<file path="src/rtl/fetch_unit.sv">
// ---------------------------------------------------------------------------
// fetch_unit -- instruction-fetch stage of the 32-bit MIPS pipeline.
//
// Holds the fetch PC, drives Address into a combinational instruction memory
// and captures {Instruction, PC+4} into the IF/ID register. Handles hazard
// stalls, branch/jump redirects (which flush IF/ID) and a HALT state entered
// when the halt encoding is fetched.
//
// Optional feature: define FETCH_PERF_EN to add the saturating performance
// counters FetchCount, StallCount and FlushCount.
//
// Ports
//   Clk, Reset       rising-edge clock, synchronous active-high reset
//   Stall            hold PC and IF/ID
//   BranchTaken      EX-stage branch taken, redirect to BranchTarget
//   Jump             ID-stage jump, redirect to JumpTarget
//   Instruction      instruction-memory read data for Address
//   Address          instruction-memory address (byte or word, see WORD_ADDR)
//   PC               current fetch PC
//   IfIdInstruction  IF/ID instruction (0 for a bubble)
//   IfIdPC4          IF/ID PC+4 of the captured instruction
//   IfIdValid        IF/ID holds a real instruction
//   Halted           fetch is halted
//
// state   | meaning
// --------+----------------------------------------------------------
// S_RUN   | fetching sequentially, PC advances by 4 each free cycle
// S_HALT  | halt word fetched; PC frozen, IF/ID fed bubbles
// ---------------------------------------------------------------------------
module fetch_unit #(
   parameter logic [31:0] RESET_PC  = 32'h0000_0000,
   parameter logic [31:0] HALT_WORD = 32'hFFFF_FFFF,
   parameter int          WORD_ADDR = 0
) (
   input  logic        Clk,
   input  logic        Reset,
   input  logic        Stall,
   input  logic        BranchTaken,
   input  logic [31:0] BranchTarget,
   input  logic        Jump,
   input  logic [31:0] JumpTarget,
   input  logic [31:0] Instruction,
   output logic [31:0] Address,
   output logic [31:0] PC,
   output logic [31:0] IfIdInstruction,
   output logic [31:0] IfIdPC4,
   output logic        IfIdValid,
   output logic        Halted
`ifdef FETCH_PERF_EN
   ,
   output logic [31:0] FetchCount,
   output logic [31:0] StallCount,
   output logic [31:0] FlushCount
`endif
);

   typedef enum logic {S_RUN = 1'b0, S_HALT = 1'b1} state_t;

   state_t      state, state_nxt;
   logic [31:0] pc_nxt, instr_nxt, pc4_nxt;
   logic        valid_nxt;
   logic [31:0] pc_plus4;

   assign pc_plus4 = PC + 32'd4;

   // state / pipeline register
   always_ff @(posedge Clk) begin
      if (Reset) begin
         state           <= S_RUN;
         PC              <= RESET_PC;
         IfIdInstruction <= 32'h0;
         IfIdPC4         <= 32'h0;
         IfIdValid       <= 1'b0;
      end else begin
         state           <= state_nxt;
         PC              <= pc_nxt;
         IfIdInstruction <= instr_nxt;
         IfIdPC4         <= pc4_nxt;
         IfIdValid       <= valid_nxt;
      end
   end

   // next state: branch beats jump (older instruction), any redirect beats stall
   always_comb begin
      state_nxt = state;
      pc_nxt    = PC;
      instr_nxt = IfIdInstruction;
      pc4_nxt   = IfIdPC4;
      valid_nxt = IfIdValid;
      if (BranchTaken || Jump) begin
         // masking keeps targets word aligned
         pc_nxt    = (BranchTaken ? BranchTarget : JumpTarget) & ~32'h3;
         instr_nxt = 32'h0;
         pc4_nxt   = 32'h0;
         valid_nxt = 1'b0;
         state_nxt = S_RUN;
      end else if (Stall) begin
         // everything holds
      end else if (state == S_RUN) begin
         instr_nxt = Instruction;
         pc4_nxt   = pc_plus4;
         valid_nxt = 1'b1;
         if (Instruction == HALT_WORD)
            state_nxt = S_HALT;
         else
            pc_nxt = pc_plus4;
      end else begin
         instr_nxt = 32'h0;
         pc4_nxt   = 32'h0;
         valid_nxt = 1'b0;
      end
   end

   // outputs
   always_comb begin
      Halted  = (state == S_HALT);
      Address = (WORD_ADDR != 0) ? {2'b00, PC[31:2]} : PC;
   end

`ifdef FETCH_PERF_EN
   logic redirect, stall_only, fetch_cap;

   assign redirect   = BranchTaken | Jump;
   assign stall_only = Stall & ~redirect;
   // a fresh capture is a valid load that is neither a hold nor a flush
   assign fetch_cap  = valid_nxt & ~Stall & ~redirect;

   always_ff @(posedge Clk) begin
      if (Reset) begin
         FetchCount <= 32'h0;
         StallCount <= 32'h0;
         FlushCount <= 32'h0;
      end else begin
         if (fetch_cap && FetchCount != 32'hFFFF_FFFF)
            FetchCount <= FetchCount + 32'd1;
         if (stall_only && StallCount != 32'hFFFF_FFFF)
            StallCount <= StallCount + 32'd1;
         if (redirect && FlushCount != 32'hFFFF_FFFF)
            FlushCount <= FlushCount + 32'd1;
      end
   end
`endif

endmodule

</file>
<file path="config.mk">
export PLATFORM = sky130hd
export DESIGN_NAME = fetch_unit
export DESIGN_NICKNAME = d
export VERILOG_FILES = /design/src/rtl/fetch_unit.sv
export SDC_FILE = /design/constraint.sdc
export NUM_CORES = 1
export LEC_CHECK = 0
export CAP_MARGIN = 20
export CORE_ASPECT_RATIO = 1.4
export CORE_MARGIN = 3
export CORE_UTILIZATION = 42
export CTS_CLUSTER_DIAMETER = 60
export DETAILED_ROUTE_END_ITERATION = 16
export GPL_ROUTABILITY_DRIVEN = 0
export HOLD_SLACK_MARGIN = 0.06
export PLACE_DENSITY = 0.79
export SYNTH_ARGS = -nofsm -noshare
export SYNTH_HDL_FRONTEND = slang
export SYNTH_SLANG_ARGS = --single-unit
</file>
<file path="constraint.sdc">
create_clock -name Clk -period 2.6 [get_ports Clk]
set_clock_uncertainty 0.15 [all_clocks]
set_input_delay 0.39 -clock Clk [delete_from_list [all_inputs] [get_ports Clk]]
set_output_delay 0.39 -clock Clk [all_outputs]
set_load 0.02 [all_outputs]
</file>
After elaboration in Yosys (flattened, before gate mapping):

Cells that the tools add are included.

* flip-flop bits (word level): 98
* input bits: 101
* output and inout port bits: 130
* word-level logic and storage cells: 28

* add/subtract/negate cells: 1
* eq/ne operators: 4
* muxes and demuxes: 10
* bitwise operators: 3
* reductions and logical operators: 4

Operators with widths (count)
* $mux 32: 7
* $add 32x3->32 const B: 1
* $eq 32x32->1 const B: 1
* $reduce_and 3->1: 2
* $ne 2x1->1 const B: 2
* $mux 1: 3
* $not 1->1: 3
* $ne 2x2->1 const B: 1
* $reduce_or 2->1: 1
* $logic_or 1x1->1: 1

Logic depth before layout (Yosys ltp):

Gate-level depths: netlist of run 1.

* depth in word-level cells: 5
* depth in mapped cells: 8
* gate-level depth less buffers: 6

Worst setup path after synthesis of run 1:

Ideal clock, no wire load.

* path kind: register to register
* start: register PC[2] (netlist: Address[2])
* end: register PC[20] (netlist: Address[20])
* setup time: 0.116 ns
* arrival: 2.071 ns
* required time: 2.334 ns
* setup slack: 0.263 ns
* cell stages (with the launch flop): 7
* path buffers: 0
* clock period less this slack: 2.337 ns
* cells stage by stage: dfxtp_1 ha_1 nand4_1 or4_4 a2111oi_2 o21ai_1 o211a_1

* word-level cells in the longest chain between the ends: 5

Ends and longest elaborated chain
* start, declared: line 44 `output logic [31:0] PC,`
* start signal, assigned: line 76 `PC <= pc_nxt;`
* $add 32x3->32: line 64 `assign pc_plus4 = PC + 32'd4;`
* $mux 32: line 103 `if (Instruction == HALT_WORD)`
* $mux 32: line 99 `end else if (state == S_RUN) begin`
* $mux 32: line 97 `end else if (Stall) begin`
* $mux 32: line 90 `if (BranchTaken || Jump) begin`

No other way between the ends. The select of a mux whose other input is x is not followed.
A chain may end at the register's enable or synchronous reset.

Worst setup path in the final report of run 1:

* start: register PC[15] (netlist: Address[15])
* end: register PC[20] (netlist: Address[20])

The elaborated chain is that of the path after synthesis.

==> flow_summary.toml, run 1 <==
[synthesis]
synth_edf_count = 0
syn_avg_cell_area_um2 = 8.551
synth-seq-cells = 94
seq_area_frac_synth = 0.3848
synth_ff_type = "dfxtp_1"
synth_cell_types = 57
synth_area_leaders = "dfxtp_1 (38%), a22oi_1 (9.2%), buf_4 (5.7%), nor2_1 (4.7%), xnor2_1 (3.9%)"
yosysTopAreaCell = "dfxtp_1"
synth.top_cell.area_share = 0.3848
async_reset_ff_frac = 0
synth_area_um2 = 4891
syn_inst = 572
ys_warn_count = 0

[critical_path]
reg2reg_from = "Address[15]"
crit_type = "flip-flop to flip-flop"
critPathMaxFanout = 6
crit_required_ns = 2.68
r2r_end = "Address[20]"
reg2reg_depth = 5
end_kind = "flip-flop"
crit_arrival_ns = 2.43
r2r_setup_slack_ns = 0.25
start_kind = "flip-flop"

[pwr]
pwr-share-seq = 0.427
clkPwrFrac = 0.353
cellPowerDensity_nw_per_um2 = 485.0
p_sw_uw = 961.1
ir_worst_vdd_v = 0.0003391
intPower_mw = 2.648
p_comb_frac = 0.220
report.power.total_mw = 3.609
p_sw_frac = 0.2663
leakagePower_nw = 2.702

[detailed_routing]
routed_wl_mm = 16.78
first_pass_iters = 5
drc_errors = 0
vias = 5291
drtAntennaViolNets = 0
wl_per_cell_um = 18.37
dr.first_iter.drc_count = 319
avgViaCountPerCell = 5.795

[final_layout]
instances_no_fill = 913
final_common_cell = "clkdlybuf4s50_1"
layout_common_cells = "clkdlybuf4s50_1 (219), dfxtp_1 (94), nor2_1 (60), a22oi_1 (60), buf_4 (36)"
n_antenna_cell = 0
final_nets = 867
area_delta_synth_final_pct = 52.14
finalInstanceArea_um2 = 7441
drive_gt1_frac = 0.1027

[timing]
layout_min_cycle_time_ns = 2.349
max_slew_margin = 0.6346
setup_violations = 0
rsz0062_at_grt = "no"
drv_slew = 0
fmax_ghz = 0.4258
report.final.hold_viol_count = 0
worstMarginPinSlew_ns = 0.5465
fin_crit_sh = 0.9033

[global_route]
grt-ovfl-total = 0
grt_max_degree = 52
track_usage = 0.2491
grt_pass1_vias = 5176
antenna_found_initial = 0
grt_pass1_wl_mm = 26.51

[clock_network]
cts_tree = "done"
cts_root_buffer = "clkbuf_16"
clk_latency_ns = 0.33
ctsResizeCount = 0
cts_inserted_buffers = 9
clock-sinks = 94
clock_path_buffers = 2
cts_setup_buffers = 0
htreeDepth = 3
clk_pin_slew_ns = 0.06
postCtsHoldBufs = 0

[placement]
dp.cells = 898
io_buffer_count = 220
place_area_um2 = 7151
dpl.hpwl_mm = 12.84

[floorplanning]
die_h_um = 133.7
io_pins = 231
die_area_um2 = 12990
rows = 46
die_w_um = 97.20
initial_core_util = 0.4314
fp.coreArea_um2 = 11340

[worst_hold_path]
hold_end = "IfIdValid"
holdPathStages = 2
worst_hold_path_type = "flip-flop to flip-flop"
hp-start = "IfIdValid"

[flow_run]
cap_viol_max_count = 0

[outcome]
status = "completed"
==> worst max-delay path, cell delays in order, from the launching register on <==
cell and delay [ns]:
dfxtp_1 0.54, nand3_1 0.27, or4_4 0.66, a2111oi_2 0.39, o21ai_1 0.10, o211a_1 0.13
==> synthesized netlist by cell type (all sizes together) (9+ instances only) <==
cell type / instances
nor3: 15
a22oi: 60
nor2: 61
a31oi: 10
clkbuf: 31
o21ai: 25
a21oi: 19
dfxtp: 94
a22o: 9
xnor2: 22
nand2: 37
nand3: 15
nand4: 22
inv: 13
buf: 50
==> metal layers <==
metal	part of all wire	global-route usage	up-vias
met1	0.39	0.2955	2499
met5	0	0	-
met3	0.068	0.04086	52
met2	0.51	0.4363	276
met4	0.036	0.1179	0
li1	-	-	2464
==> final cells by class <==
cell class / count / area (µm²)
clock buffers: 11 / 242.7
flip-flops and latches: 94 / 1882
clock inverters: 4 / 47.55
fillers: 950 / 3897
multi-input cells: 389 / 2532
inverters: 13 / 48.80
well taps: 144 / 180.2
repair buffers: 258 / 2507
==> per-stage QoR <==
stage | util | setup WS (ns) | hold slack (ns) | setup TNS, ns
6_report | 0.6563 | 0.2513 | 0.3045 | 0
5_1_grt | 0.6563 | 0.1549 | 0.3273 | 0
4_1_cts | 0.6563 | 0.2704 | 0.3067 | 0
3_5_place_dp | 0.6307 | -0.04126 | 0.2955 | -0.2225
3_3_place_gp | 0.6307 | 0.05742 | 0.2902 | 0
2_1_floorplan | - | 0.2627 | 0.3734 | 0
==> cell families after synthesis <==
family,Yosys count,share of synthesized area
simple gates,176,0.1903
compound gates,175,0.2620
flops,94,0.3848
buf+inv,94,0.1034
xor+xnor,28,0.05014
mux,3,0.006140
fa+ha+maj,1,0.002558
other cells,1,0.0007667
==> power groups by stage <==
stage / combinational (mW) / clock, mW / sequential [mW]
after floorplan: 0.352 / 0 / 1.63
after CTS: 0.792 / 1.30 / 1.54
after global routing: 0.845 / 1.36 / 1.54
final: 0.795 / 1.27 / 1.54
after detailed placement: 0.787 / 0 / 1.57
after global placement: 0.774 / 0 / 1.57
==> worst max path at each step <==
stage / from / to / slack (ns) / cells past startpoint
4_1_cts: Address[15] / Address[20] / 0.27 / 5
3_5_place_dp: BranchTaken / IfIdPC4[19] / -0.04 / 5
6_report: Address[15] / Address[20] / 0.25 / 5
2_1_floorplan: Address[2] / Address[20] / 0.26 / 6
5_1_grt: BranchTaken / IfIdPC4[30] / 0.15 / 5
3_3_place_gp: Instruction[15] / Address[12] / 0.06 / 6
==> registers in the layout (all words and copies together), names as in the netlist <==
name and flops:
IfIdInstruction 32, IfIdPC4 30, Address 30, Halted 1, IfIdValid 1
Note: power is estimated with default switching activity, not from simulation.
==> run 2: changes to the inputs <==
--- a/config.mk
+++ b/config.mk
@@ -8,12 +8,13 @@
 export CAP_MARGIN = 20
 export CORE_ASPECT_RATIO = 1.4
 export CORE_MARGIN = 3
-export CORE_UTILIZATION = 42
+export CORE_UTILIZATION = 43
 export CTS_CLUSTER_DIAMETER = 60
 export DETAILED_ROUTE_END_ITERATION = 16
 export GPL_ROUTABILITY_DRIVEN = 0
 export HOLD_SLACK_MARGIN = 0.06
-export PLACE_DENSITY = 0.79
+export PLACE_DENSITY = 0.81
+export RECOVER_POWER = 100
 export SYNTH_ARGS = -nofsm -noshare
 export SYNTH_HDL_FRONTEND = slang
 export SYNTH_SLANG_ARGS = --single-unit
==> constraint.sdc (replaced) <==
create_clock -name Clk -period 2.95 [get_ports Clk]
set_clock_uncertainty 0.15 [all_clocks]
set_input_delay 0.59 -clock Clk [delete_from_list [all_inputs] [get_ports Clk]]
set_output_delay 0.59 -clock Clk [all_outputs]
set_load 0.02 [all_outputs]
==> flow_summary.toml, run 2 (synthesized netlist as in run 1, its figures left out) <==
[outcome]
status = "completed"

[global_route]
track_usage = 0.2632
grt-ovfl-total = 0
grt_max_degree = 51
grt_pass1_vias = 5286
grt_pass1_wl_mm = 26.54
antenna_found_initial = 0

[pwr]
intPower_mw = 2.197
clkPwrFrac = 0.344
ir_worst_vdd_v = 0.0002601
pwr-share-seq = 0.445
p_sw_frac = 0.2839
p_sw_uw = 870.8
report.power.total_mw = 3.068
cellPowerDensity_nw_per_um2 = 421.6
leakagePower_nw = 2.975
p_comb_frac = 0.211

[timing]
worstMarginPinSlew_ns = 1.051
max_slew_margin = 0.2965
fin_crit_sh = 0.8911
holdWs_ns = 0.3019
report.final.hold_viol_count = 0
setup_tns_ns = 0
fmax_ghz = 0.3804
drv_slew = 0
setup_violations = 0
layout_min_cycle_time_ns = 2.629
rsz0062_at_grt = "no"

[critical_path]
worstPathCellList = "clkdlybuf4s50_1 -> nand4_1 -> nor4_4 -> a21oi_1 -> buf_12 -> a31oi_1 -> o221a_2"
slowest_stage = "a21oi_1"
start_kind = "primary input"
r2r_end = "Address[20]"
crit_arrival_ns = 2.71
critical_path_depth = 7
crit_required_ns = 3.03
reg2reg_from = "Address[2]"
critical_path.max_stage_delay_ns = 0.80
reg2reg_depth = 6
crit_end = "Address[29]"
crit_type = "primary input to flip-flop"
critPathMaxFanout = 17
r2r_setup_slack_ns = 0.37
worst-path-buf-inv = 2
crit_start = "Instruction[7]"
end_kind = "flip-flop"
crit_family = "compound AO/OA/AOI/OAI gates"

[detailed_routing]
avgViaCountPerCell = 5.872
vias = 5273
first_pass_iters = 11
routed_wl_mm = 17.00
wl_per_cell_um = 18.93
drc_errors = 0
drtAntennaViolNets = 0
dr.first_iter.drc_count = 414

[placement]
dpl.hpwl_mm = 12.90
io_buffer_count = 220
dp.cells = 882

[final_layout]
final_nets = 854
layout_common_cells = "dlygate4sd3_1 (125), dfxtp_1 (94), clkdlybuf4s50_1 (94), nor2_1 (60), a22oi_1 (60)"
regMostFlops = "IfIdInstruction"
final_core_util = 0.6628
instances_no_fill = 898
area_delta_synth_final_pct = 48.78
n_antenna_cell = 0
fillers = 908
largest_reg_flops = 32
final_common_cell = "dlygate4sd3_1"
drive_gt1_frac = 0.08322

[clock_network]
ctsResizeCount = 0
htreeDepth = 3
cts_setup_buffers = 0
clock_path_buffers = 2
cts_root_buffer = "clkbuf_16"
clock-sinks = 94
clk_latency_ns = 0.34
clk_pin_slew_ns = 0.06
cts_inserted_buffers = 9
cts_tree = "done"
postCtsHoldBufs = 0

[worst_hold_path]
worst_hold_path_type = "flip-flop to flip-flop"

[floorplanning]
initial_core_util = 0.4455
rows = 45
io_pins = 231
die_area_um2 = 12710
fp.coreArea_um2 = 10980
die_h_um = 132.2
die_w_um = 96.14

[flow_run]
cap_viol_max_count = 0
==> run 2: metrics by stage <==
step	setup slack, ns	cell area [µm²]
3_5_place_dp	0.03853	7037
6_report	0.3211	7277
5_1_grt	0.2074	7277
4_1_cts	0.3881	7305
3_3_place_gp	0.04970	7037
2_1_floorplan	0.6127	4910
==> run 2: layout make-up <==
class	instances	area, µm²	share of cell area
sequential	94	1882	0.2586
tap	141	176.4	0.02424
inverter	13	48.80	0.006706
clock buffer	11	232.7	0.03198
timing repair buffer	245	2392	0.3287
multi-input combinational	389	2510	0.3449
clock inverter	5	35.03	0.004814
==> run 2: per-layer routing <==
layer | vias up | global-route usage | part of all wire
met4 | 0 | 0.1155 | 0.031
li1 | 2450 | - | -
met3 | 43 | 0.06511 | 0.10
met2 | 302 | 0.4572 | 0.51
met5 | - | 0 | 0
met1 | 2478 | 0.2960 | 0.35
==> run 2: tightest hold or removal path, stage by stage (launching register included) <==
cell and delay (ns):
dfxtp_1 0.32, nand2_1 0.04, o21ai_0 0.06
==> run 2: how the worst min path moves through the flow <==
stage | start | endpoint | slack [ns] | cells past startpoint
4_1_cts | IfIdPC4[16] | IfIdPC4[16] | 0.31 | 2
6_report | IfIdPC4[16] | IfIdPC4[16] | 0.30 | 2
2_1_floorplan | IfIdPC4[28] | IfIdPC4[28] | 0.37 | 2
5_1_grt | IfIdPC4[15] | IfIdPC4[15] | 0.33 | 2
3_3_place_gp | IfIdPC4[16] | IfIdPC4[16] | 0.29 | 2
3_5_place_dp | IfIdPC4[16] | IfIdPC4[16] | 0.29 | 2
==> run 2: power groups by stage <==
stage                     clock network (mW)  logic [mW]  registers [mW]
after floorplan                            0       0.310            1.43
after global placement                     0       0.656            1.39
after detailed placement                   0       0.668            1.39
after CTS                               1.07       0.672            1.37
after global routing                    1.12       0.692            1.37
final                                   1.06       0.648            1.36
==> run 3: changes to the inputs <==
--- a/config.mk
+++ b/config.mk
@@ -6,7 +6,6 @@
 export NUM_CORES = 1
 export LEC_CHECK = 0
 export CAP_MARGIN = 20
-export CORE_ASPECT_RATIO = 1.4
 export CORE_MARGIN = 3
 export CORE_UTILIZATION = 43
 export CTS_CLUSTER_DIAMETER = 60
@@ -14,7 +13,7 @@
 export GPL_ROUTABILITY_DRIVEN = 0
 export HOLD_SLACK_MARGIN = 0.06
 export PLACE_DENSITY = 0.81
-export RECOVER_POWER = 100
+export SKIP_CTS_REPAIR_TIMING = 1
 export SYNTH_ARGS = -nofsm -noshare
 export SYNTH_HDL_FRONTEND = slang
 export SYNTH_SLANG_ARGS = --single-unit
==> flow_summary.toml, run 3 (synthesized netlist as in run 1, its figures left out) <==
[detailed_routing]
vias = 5237
drc_errors = 0
drtAntennaViolNets = 0
first_pass_iters = 5
wl_per_cell_um = 18.82
routed_wl_mm = 16.83
avgViaCountPerCell = 5.858
dr.first_iter.drc_count = 389

[timing]
fmax_ghz = 0.3767
rsz0062_at_grt = "no"
holdWs_ns = 0.3019
worstMarginPinSlew_ns = 0.5939
fin_crit_sh = 0.8999
layout_min_cycle_time_ns = 2.655
report.final.hold_viol_count = 0
drv_slew = 0
setup_violations = 0
max_slew_margin = 0.6011

[global_route]
grt_pass1_vias = 5254
grt-ovfl-total = 0
antenna_found_initial = 0
track_usage = 0.2534
grt_pass1_wl_mm = 26.42
grt_max_degree = 52

[critical_path]
slowest_stage = "clkdlybuf4s50_1"
reg2reg_depth = 5
crit_type = "primary input to flip-flop"
crit_arrival_ns = 2.73
worstPathCellList = "clkdlybuf4s50_1 -> nand4_1 -> nor4_4 -> a21o_2 -> nand2_2 -> o221a_2"
crit_required_ns = 3.03
critPathMaxFanout = 16
start_kind = "primary input"
critical_path.max_stage_delay_ns = 0.51
end_kind = "flip-flop"

[final_layout]
largest_reg_flops = 32
drive_gt1_frac = 0.08488
fillers = 881
regMostFlops = "IfIdInstruction"
final_nets = 851
area_delta_synth_final_pct = 50.24
n_antenna_cell = 0
layout_common_cells = "clkdlybuf4s50_1 (219), dfxtp_1 (94), nor2_1 (60), a22oi_1 (60), nand2_1 (35)"
final_core_util = 0.6691
final_common_cell = "clkdlybuf4s50_1"
finalInstanceArea_um2 = 7348

[placement]
place_area_um2 = 7025
io_buffer_count = 220
dpl.hpwl_mm = 12.41

[clock_network]
htreeDepth = 3
cts_tree = "done"
cts_inserted_buffers = 9
clk_latency_ns = 0.34
cts_root_buffer = "clkbuf_16"
clock-sinks = 94
clock_path_buffers = 2
clk_pin_slew_ns = 0.07

[floorplanning]
die_h_um = 112.7
die_area_um2 = 12690
rows = 38
die_w_um = 112.7
initial_core_util = 0.4453
io_pins = 231
fp.coreArea_um2 = 10980

[pwr]
report.power.total_mw = 3.306
cellPowerDensity_nw_per_um2 = 449.9
ir_worst_vdd_v = 0.0002853
leakagePower_nw = 2.634

[flow_run]
cap_viol_max_count = 0

[outcome]
status = "completed"

[worst_hold_path]
holdPathStages = 2
worst_hold_path_type = "flip-flop to flip-flop"
run 3: changes by cell type in the layout (fill, tap and decap cells not counted), sizes merged:
cell           before  now
clkdlybuf4s50      94  219
bufinv              0    2
dlygate4sd3       125    0
clkbuf             13   10
buf                24   23
inv                14   15
clkinv              3    1
run 3: worst paths after layout:
path | startpoint | end | slack, ns
max | Instruction[3] | Address[18] | 0.30
min reg2reg | IfIdPC4[28] | IfIdPC4[28] | 0.30
max reg2reg | Address[14] | Address[24] | 0.51
min | IfIdPC4[28] | IfIdPC4[28] | 0.30
run 3: metrics by stage:
| step | setup slack [ns] | cells | TNS (ns) |
|---|---|---|---|
| 2_1_floorplan | 0.6127 | 577 | 0 |
| 3_3_place_gp | 0.02253 | 878 | 0 |
| 3_5_place_dp | -0.01678 | 878 | -0.04808 |
| 4_1_cts | 0.3139 | 894 | 0 |
| 5_1_grt | 0.1842 | 894 | 0 |
| 6_report | 0.2952 | 894 | 0 |
run 3: power breakdown:
part	total [mW]	switching, mW	leakage, nW	internal (mW)
Combinational	0.668	0.331	1.72	0.338
Sequential	1.37	0.0617	0.765	1.31
Clock	1.27	0.516	0.154	0.751
run 3: area by class of cell:
cell class	count	area, µm²	area share
flip-flops and latches	94	1882	0.2561
inverters	13	48.80	0.006641
clock buffers	10	229.0	0.03116
multi-input cells	389	2532	0.3446
well taps	140	175.2	0.02384
clock inverters	6	93.84	0.01277
repair buffers	242	2387	0.3249
run 3: per-layer routing:
layer | GRT usage | vias up | share of wire
li1 | - | 2428 | -
met1 | 0.3161 | 2480 | 0.40
met2 | 0.4281 | 283 | 0.50
met3 | 0.03827 | 46 | 0.073
met4 | 0.1202 | 0 | 0.032
met5 | 0 | - | 0
run 3: worst max-delay path, delay by kind of cell:
kind | cells | cell delay [ns]
buffers and inverters | 1 | 0.51
and+or+nand+nor | 3 | 0.88
AOI/OAI and AO/OA | 2 | 0.75
